$ cat src/rtl/pwm_gen_if.sv
// Control and status bundle between a PWM generator and whatever drives it.
interface pwm_gen_if #(
    parameter int WIDTH = 4
) ();
    logic             en;
    logic             duty_wr;
    logic [WIDTH-1:0] duty_in;
    logic             period_wr;
    logic [WIDTH-1:0] period_in;
    logic             pwm;
    logic [WIDTH-1:0] cnt;
    logic             period_end;
    logic             busy;

    // Controller side: issues run requests and settings, observes the output.
    modport master (
        output en, duty_wr, duty_in, period_wr, period_in,
        input  pwm, cnt, period_end, busy
    );

    // Generator side.
    modport slave (
        input  en, duty_wr, duty_in, period_wr, period_in,
        output pwm, cnt, period_end, busy
    );
endinterface

$ cat src/rtl/pwm_gen.sv
// Double-buffered PWM generator with a start/stop FSM that always finishes
// the period in progress before going idle.
module pwm_gen #(
    parameter int WIDTH = 4
) (
    input  logic     clk,
    input  logic     rst,
    pwm_gen_if.slave bus
);
    typedef enum logic [1:0] {
        IDLE     = 2'd0,
        RUN      = 2'd1,
        STOPPING = 2'd2
    } state_e;

    state_e           state_q, state_d;
    logic [WIDTH-1:0] cnt_q, cnt_d;
    logic [WIDTH-1:0] duty_sh_q, duty_sh_d;
    logic [WIDTH-1:0] period_sh_q, period_sh_d;
    logic [WIDTH-1:0] duty_act_q, duty_act_d;
    logic [WIDTH-1:0] period_act_q, period_act_d;
    logic             load;
    logic             at_end;
    logic             busy_o;

    assign at_end = (cnt_q == period_act_q);

    // State register: every flop, synchronous reset dominating all inputs.
    always_ff @(posedge clk) begin
        // NOTE: non-blocking assignments here so every flop samples the
        // pre-edge values regardless of statement order.
        if (rst) begin
            state_q      <= IDLE;
            cnt_q        <= '0;
            duty_sh_q    <= '0;
            period_sh_q  <= '1;
            duty_act_q   <= '0;
            period_act_q <= '1;
        end else begin
            state_q      <= state_d;
            cnt_q        <= cnt_d;
            duty_sh_q    <= duty_sh_d;
            period_sh_q  <= period_sh_d;
            duty_act_q   <= duty_act_d;
            period_act_q <= period_act_d;
        end
    end

    // Next-state logic: FSM transitions, period counter and load events.
    always_comb begin
        // NOTE: defaults first so no path leaves a signal unassigned, which
        // would otherwise infer a latch.
        state_d = state_q;
        cnt_d   = cnt_q;
        load    = 1'b0;
        case (state_q)
            IDLE: begin
                cnt_d = '0;
                if (bus.en) begin
                    state_d = RUN;
                    load    = 1'b1;
                end
            end
            RUN: begin
                if (at_end) begin
                    cnt_d = '0;
                    if (bus.en) load    = 1'b1;
                    else        state_d = IDLE;
                end else begin
                    cnt_d = cnt_q + WIDTH'(1);
                    if (!bus.en) state_d = STOPPING;
                end
            end
            STOPPING: begin
                if (at_end) begin
                    cnt_d = '0;
                    if (bus.en) begin
                        state_d = RUN;
                        load    = 1'b1;
                    end else begin
                        state_d = IDLE;
                    end
                end else begin
                    // Resuming mid-period leaves the count and settings alone.
                    cnt_d = cnt_q + WIDTH'(1);
                    if (bus.en) state_d = RUN;
                end
            end
            default: begin
                state_d = IDLE;
                cnt_d   = '0;
            end
        endcase
    end

    // Settings path: shadows take writes any time; active copies only on a
    // load event, picking up a same-cycle write through the shadow's next value.
    always_comb begin
        duty_sh_d    = bus.duty_wr   ? bus.duty_in   : duty_sh_q;
        period_sh_d  = bus.period_wr ? bus.period_in : period_sh_q;
        duty_act_d   = load ? duty_sh_d   : duty_act_q;
        period_act_d = load ? period_sh_d : period_act_q;
    end

    // Output decode from registered state only.
    always_comb begin
        busy_o         = (state_q != IDLE);
        bus.busy       = busy_o;
        bus.cnt        = cnt_q;
        bus.pwm        = busy_o && (cnt_q < duty_act_q);
        bus.period_end = busy_o && at_end;
    end
endmodule

$ cat src/flat_wrapper.sv
// flat-port wrapper written by rule: the top's interface ports become plain ports
module pwm_gen_flat 
#(
    parameter int WIDTH = 4
)
  (clk, rst, bus_en, bus_duty_wr, bus_duty_in, bus_period_wr, bus_period_in, bus_pwm, bus_cnt, bus_period_end, bus_busy);
  pwm_gen_if #(.WIDTH(WIDTH)) bus_i ();
  input  logic clk;
  input  logic rst;
  input wire logic [$bits(bus_i.en)-1:0] bus_en;
  input wire logic [$bits(bus_i.duty_wr)-1:0] bus_duty_wr;
  input wire logic [$bits(bus_i.duty_in)-1:0] bus_duty_in;
  input wire logic [$bits(bus_i.period_wr)-1:0] bus_period_wr;
  input wire logic [$bits(bus_i.period_in)-1:0] bus_period_in;
  output wire logic [$bits(bus_i.pwm)-1:0] bus_pwm;
  output wire logic [$bits(bus_i.cnt)-1:0] bus_cnt;
  output wire logic [$bits(bus_i.period_end)-1:0] bus_period_end;
  output wire logic [$bits(bus_i.busy)-1:0] bus_busy;
  assign bus_i.en = bus_en;
  assign bus_i.duty_wr = bus_duty_wr;
  assign bus_i.duty_in = bus_duty_in;
  assign bus_i.period_wr = bus_period_wr;
  assign bus_i.period_in = bus_period_in;
  assign bus_pwm = bus_i.pwm;
  assign bus_cnt = bus_i.cnt;
  assign bus_period_end = bus_i.period_end;
  assign bus_busy = bus_i.busy;
  pwm_gen #(.WIDTH(WIDTH)) u_core (.clk(clk), .rst(rst), .bus(bus_i));
endmodule
$ cat config.mk
export PLATFORM = sky130hd
export DESIGN_NAME = pwm_gen_flat
export DESIGN_NICKNAME = d
export VERILOG_FILES = /design/src/rtl/pwm_gen_if.sv /design/src/rtl/pwm_gen.sv /design/src/flat_wrapper.sv
export SDC_FILE = /design/constraint.sdc
export NUM_CORES = 1
export LEC_CHECK = 0
export BUFFER_PORTS_ARGS = -buffer_cell sky130_fd_sc_hd__clkbuf_2
export CAP_MARGIN = 40
export CORE_MARGIN = 4
export CORE_UTILIZATION = 53
export CTS_CLUSTER_SIZE = 12
export DETAILED_ROUTE_END_ITERATION = 10
export GPL_TIMING_DRIVEN = 1
export PLACE_DENSITY_LB_ADDON = 0.25
export SYNTH_ARGS = -nofsm -noshare
export SYNTH_HDL_FRONTEND = slang
export SYNTH_SLANG_ARGS = --single-unit
$ cat constraint.sdc
create_clock -name clk -period 2.1 [get_ports clk]
set_input_delay 0.105 -clock clk [delete_from_list [all_inputs] [get_ports clk]]
set_output_delay 0.105 -clock clk [all_outputs]
set_load 0.005 [all_outputs]
* After elaboration in Yosys (flattened, before gate mapping)
Index checks and enable logic that the tools add are counted.
** Storage, ports and cells
- Bits in read-only memories :: 0
- Bits of input ports :: 13
- Word-level logic and storage cells :: 31
- Memories kept :: 0
- Flip-flop bits (word level) :: 22
- Bits in latches :: 0
- Output and inout bits :: 7
- Bits in writable memories :: 0
** Cells by class
- Multiply operators :: 0
- Order comparisons :: 1
- Eq/ne operators :: 4
- Reduce and logical (&&, ||, !) cells :: 6
- Mux-type cells :: 12
- Bitwise operators :: 1
- Div/mod/pow operators :: 0
- Shifts and indexed selects :: 0
- $add $sub $neg :: 1
** Operator list (number)
- 2-bit two-way mux :: 5
- 4-bit two-way mux :: 2
- 2-bit case mux with 3 select lines :: 1
- 4-bit by 1-bit adder with 4-bit output, second input constant :: 1
- 4-bit equality test :: 1
- 4-bit < comparator :: 1
- 1-bit two-way mux :: 3
- 3-bit OR reduction :: 1
- 2-bit by 1-bit equality test with 1-bit output, second input constant :: 1
- 2-bit equality test, second input constant :: 1
- 1-bit logical AND :: 2
- 2-bit logical NOT :: 1
- 2-bit != test, second input constant :: 1
- 1-bit case mux with 2 select lines :: 1
- 2-bit nonzero test :: 1
- 2-bit OR reduction :: 1
- 1-bit inverter :: 1

* Depth between registers and ports, before layout
- Depth in word-level cells :: 4
- Mapped depth :: 6
- Mapped depth without buffers :: 6

* Worst setup path after synthesis
Ideal clock, no wire load.
- Path type :: register to register
- Start :: register u_core.cnt_q[2] (netlist: u_core.bus.cnt[2])
- End :: register u_core.duty_act_q[0]
- Buffers on the path :: 0
- Arrival :: 1.360 ns
- Path slack :: 0.620 ns
- Library setup time :: 0.121 ns
- Stages on the path, launching flop included :: 5
- Clock period less this slack :: 1.480 ns
- Required time :: 1.979 ns
- Path through :: dfxtp_1 xnor2_1 nand4_2 o21ai_4 mux2_2
** Between the ends
- Cells in the longest elaborated chain, start to end :: 3
** Ends and longest elaborated chain
- from (decl) :: RTL line pwm_gen.sv:17 : logic [WIDTH-1:0] cnt_q, cnt_d;
- from (signal assigned) :: RTL line pwm_gen.sv:41 : cnt_q <= cnt_d;
- 4-bit equality test :: RTL line pwm_gen.sv:26 : assign at_end = (cnt_q == period_act_q);
- 1-bit two-way mux :: RTL line pwm_gen.sv:65 : if (at_end) begin
- 1-bit case mux with 2 select lines :: RTL line pwm_gen.sv:56 : case (state_q)
- to (signal assigned) :: RTL line pwm_gen.sv:44 : duty_act_q <= duty_act_d;
- to (decl) :: RTL line pwm_gen.sv:20 : logic [WIDTH-1:0] duty_act_q, duty_act_d;
Every way passes these cells.
A chain may end at the register's enable or synchronous reset.

* Worst setup path after layout
- Start :: register u_core.cnt_q[1] (netlist: u_core.bus.cnt[1])
- End :: output bus_pwm
** Between the ends
- Cells in the longest elaborated chain, start to end :: 2
** Ends and longest elaborated chain
- 4-bit < comparator :: RTL line pwm_gen.sv:110 : bus.pwm = busy_o && (cnt_q < duty_act_q);
- 1-bit logical AND :: RTL line pwm_gen.sv:110
- to (decl) :: RTL line flat_wrapper.sv:15 : output wire logic [$bits(bus_i.pwm)-1:0] bus_pwm;
Every way passes these cells.

==> reports/qor.csv <==
metric;value;unit
cp-end-kind;primary output;
dieArea;2770;sq um
grt_pass1_vias;758;
synth_top_family_by_area;simple AND/OR/NAND/NOR gates;
design_area;1190;sq um
final_antenna_net_count;0;
die_width;52.6;um
track_usage;16.0;%
antenna_cells;0;
synth_fa_ha_area_share;9.50;%
drt_wl_total;1.85;mm
syn-cell-area;1050;sq um
rsz0062_at_grt;false;
preCtsSetupSlack;460;ps
area_growth;13.1;%
io_buffers;19;
irDropWorstVdd;0.758;mV
cts_root_buf;clkbuf_4;
synth_cell_type_count;27;
fmax;552;MHz
firstDrtPassIters;4;
final_nets;147;
setup.worst_path.class;reg -> out;
finalSetupTns;0;ps
placed_cell_area;1170;sq um
vias_per_cell;5.09;
cpMaxStageDelayCell;dfxtp_1;
cts_buffers;3;
yosysWarnings;0;
final_max_slew_viol_count;0;
dieHeight;52.6;um
cp.required;2000;ps
synthXorXnorAreaFrac;4.99;%
synth_mux_area_share;12.4;%
hpwlAfterDp;1.41;mm
tightest_slew;369;ps
clock_latency;290;ps
period_share;86.3;%
drtIter0Drc;12;
p_leak;0.000529;uW
clk_pin_slew;100;ps
post_cts_resized;0;
setup_viol;0;
crit_top_cell;a21o_1;
rows;15;
synth-simple-area-share;16.0;%
gp_congestion;0.831;
slowest_delay;450;ps
fin_skew;5.73;ps
status;completed;
synth-seq-cells;22;
vias;759;
relSlewSlack;75.4;%
ctsHoldBuffers;0;
postCtsSetupRepairBufs;0;
n_fill_cell;169;
antenna_found_initial;0;
arrival;1710;ps
wl_per_cell;12.4;um
whs;36.3;ps
syn_area_per_cell;10.0;sq um
clockBufferDepth;2;
worst_slack;287;ps
start_kind;register;
yosysSeqAreaShare;41.8;%
path_max_fanout;5;
synth-compound-area-share;11.8;%
htree_levels;1;
coreArea;1800;sq um
syn_inst;105;
cts_num_sinks;22;
path_cells;ha_1 -> a21o_1 -> a21o_1 -> a211oi_1 -> clkbuf_2;
power.density;969;nW/um^2
grt_max_degree;21;
final_layout_size_suffix_gt1_share;29.0;%
grt_pass1_wl;3.28;mm
min_period;1810;ps
drc;0;
io_pins;20;
hold_viol_final;0;
min_path_type;in -> reg;
syn_nets;126;
grt-ovfl-total;0;
initial_core_util;58.5;%
cts_tree;done;
cap_violations;0;
## cell usage after synthesis
master    number  area share (%)
mux2_2         8             8.6
xnor2_1        5             4.2
dfxtp_1       22              42
a211o_1        4             3.3
nand2b_1       1            0.59
clkbuf_1       3             1.1
nor2_1        12             4.3
nor2b_1        7             4.2
mux2i_1        4             3.8
a222oi_1       1            0.95
or2_2          4             2.4
nand2_1        3             1.1
o21ai_4        1             1.5
a21oi_1        1            0.47
nand3_1        1            0.47
nor3_1         1            0.47
inv_1          7             2.5
o41ai_1        1            0.83
xor2_1         1            0.83
nand4_2        1             1.2
a31oi_1        1            0.59
o21bai_1       1            0.71
nand3b_1       2             1.4
a21o_1         3             2.1
a211oi_1       1            0.71
o21ai_0        1            0.47
ha_1           8             9.5
## area by class of cell
class                           count  area, sq um  share of cell area [%]
Sequential cell                    22          440                    37.0
Inverter                            7         26.3                    2.21
Multi-Input combinational cell     73          576                    48.3
Clock buffer                        3         22.5                    1.89
Tap cell                           25         31.3                    2.63
Timing Repair Buffer               19         95.1                    7.98
## report_power, final
part	switching [uW]	internal [uW]	leakage, uW
registers	54.8	484	0.000181
logic	221	216	0.000335
clock network	113	66.7	0.0000138
## layout by cell type, fill, tap and decap left out, drive strengths merged
cell type,synthesis,final
a211o,4,4
xnor2,5,5
a31oi,1,1
nand2b,1,1
mux2,8,8
o41ai,1,1
nor3,1,1
a21oi,1,1
mux2i,4,4
dfxtp,22,22
nand4,1,1
ha,8,8
nor2,12,12
clkbuf,3,22
nand3b,2,2
o21bai,1,1
nand2,3,3
inv,7,7
xor2,1,1
or2,4,4
nand3,1,1
a211oi,1,1
a21o,3,3
a222oi,1,1
nor2b,7,7
o21ai,2,2
## worst max-delay path: cells and delay by family (launching register included)
family                   cells  cell delay, ps
AO/OA/AOI/OAI                3             540
adder cells (fa/ha/maj)      1             270
buffers and inverters        1             150
flip-flops                   1             450
## path summary, 6_finish.rpt
kind / start / end / slack (ps) / depth (start not counted)
hold reg to reg: u_core.duty_sh_q[2] / u_core.duty_sh_q[2] / 530 / 2
hold / removal: bus_period_in[1] / u_core.period_sh_q[1] / 40 / 2
setup reg to reg: u_core.state_q[1] / u_core.period_act_q[2] / 460 / 5
setup / recovery: u_core.bus.cnt[1] / bus_pwm / 290 / 5
## routing by layer
layer / share of wire [%] / wire [um] / vias to the layer above / track usage (%)
met1: 47 / 869 / 335 / 20.8
met4: 1.2 / 23 / 0 / 6.38
met3: 5.3 / 99 / 4 / 2.85
met2: 46 / 860 / 24 / 25.8
met5: 0 / 0 / - / 0
li1: - / - / 396 / -
## cell families after synthesis
family | Yosys count
AND/OR/NAND/NOR | 32
flip-flops | 22
AO/OA/AOI/OAI | 15
multiplexers | 12
buffers and inverters | 10
adder cells (fa/ha/maj) | 8
XOR/XNOR | 6
## flip-flops by register name, indices dropped and copies added, names as in the netlist
register             cells
u_core.bus.cnt           4
u_core.duty_act_q        4
u_core.duty_sh_q         4
u_core.period_act_q      4
u_core.period_sh_q       4
u_core.state_q           2
## stage by stage
stage	cells	util [%]	power, uW
2_1_floorplan	105	-	871
3_3_place_gp	146	64.9	968
3_5_place_dp	146	64.9	988
4_1_cts	149	66.1	1170
5_1_grt	149	66.1	1240
6_report	149	66.1	1150
Power figures use the tool's default switching activity.
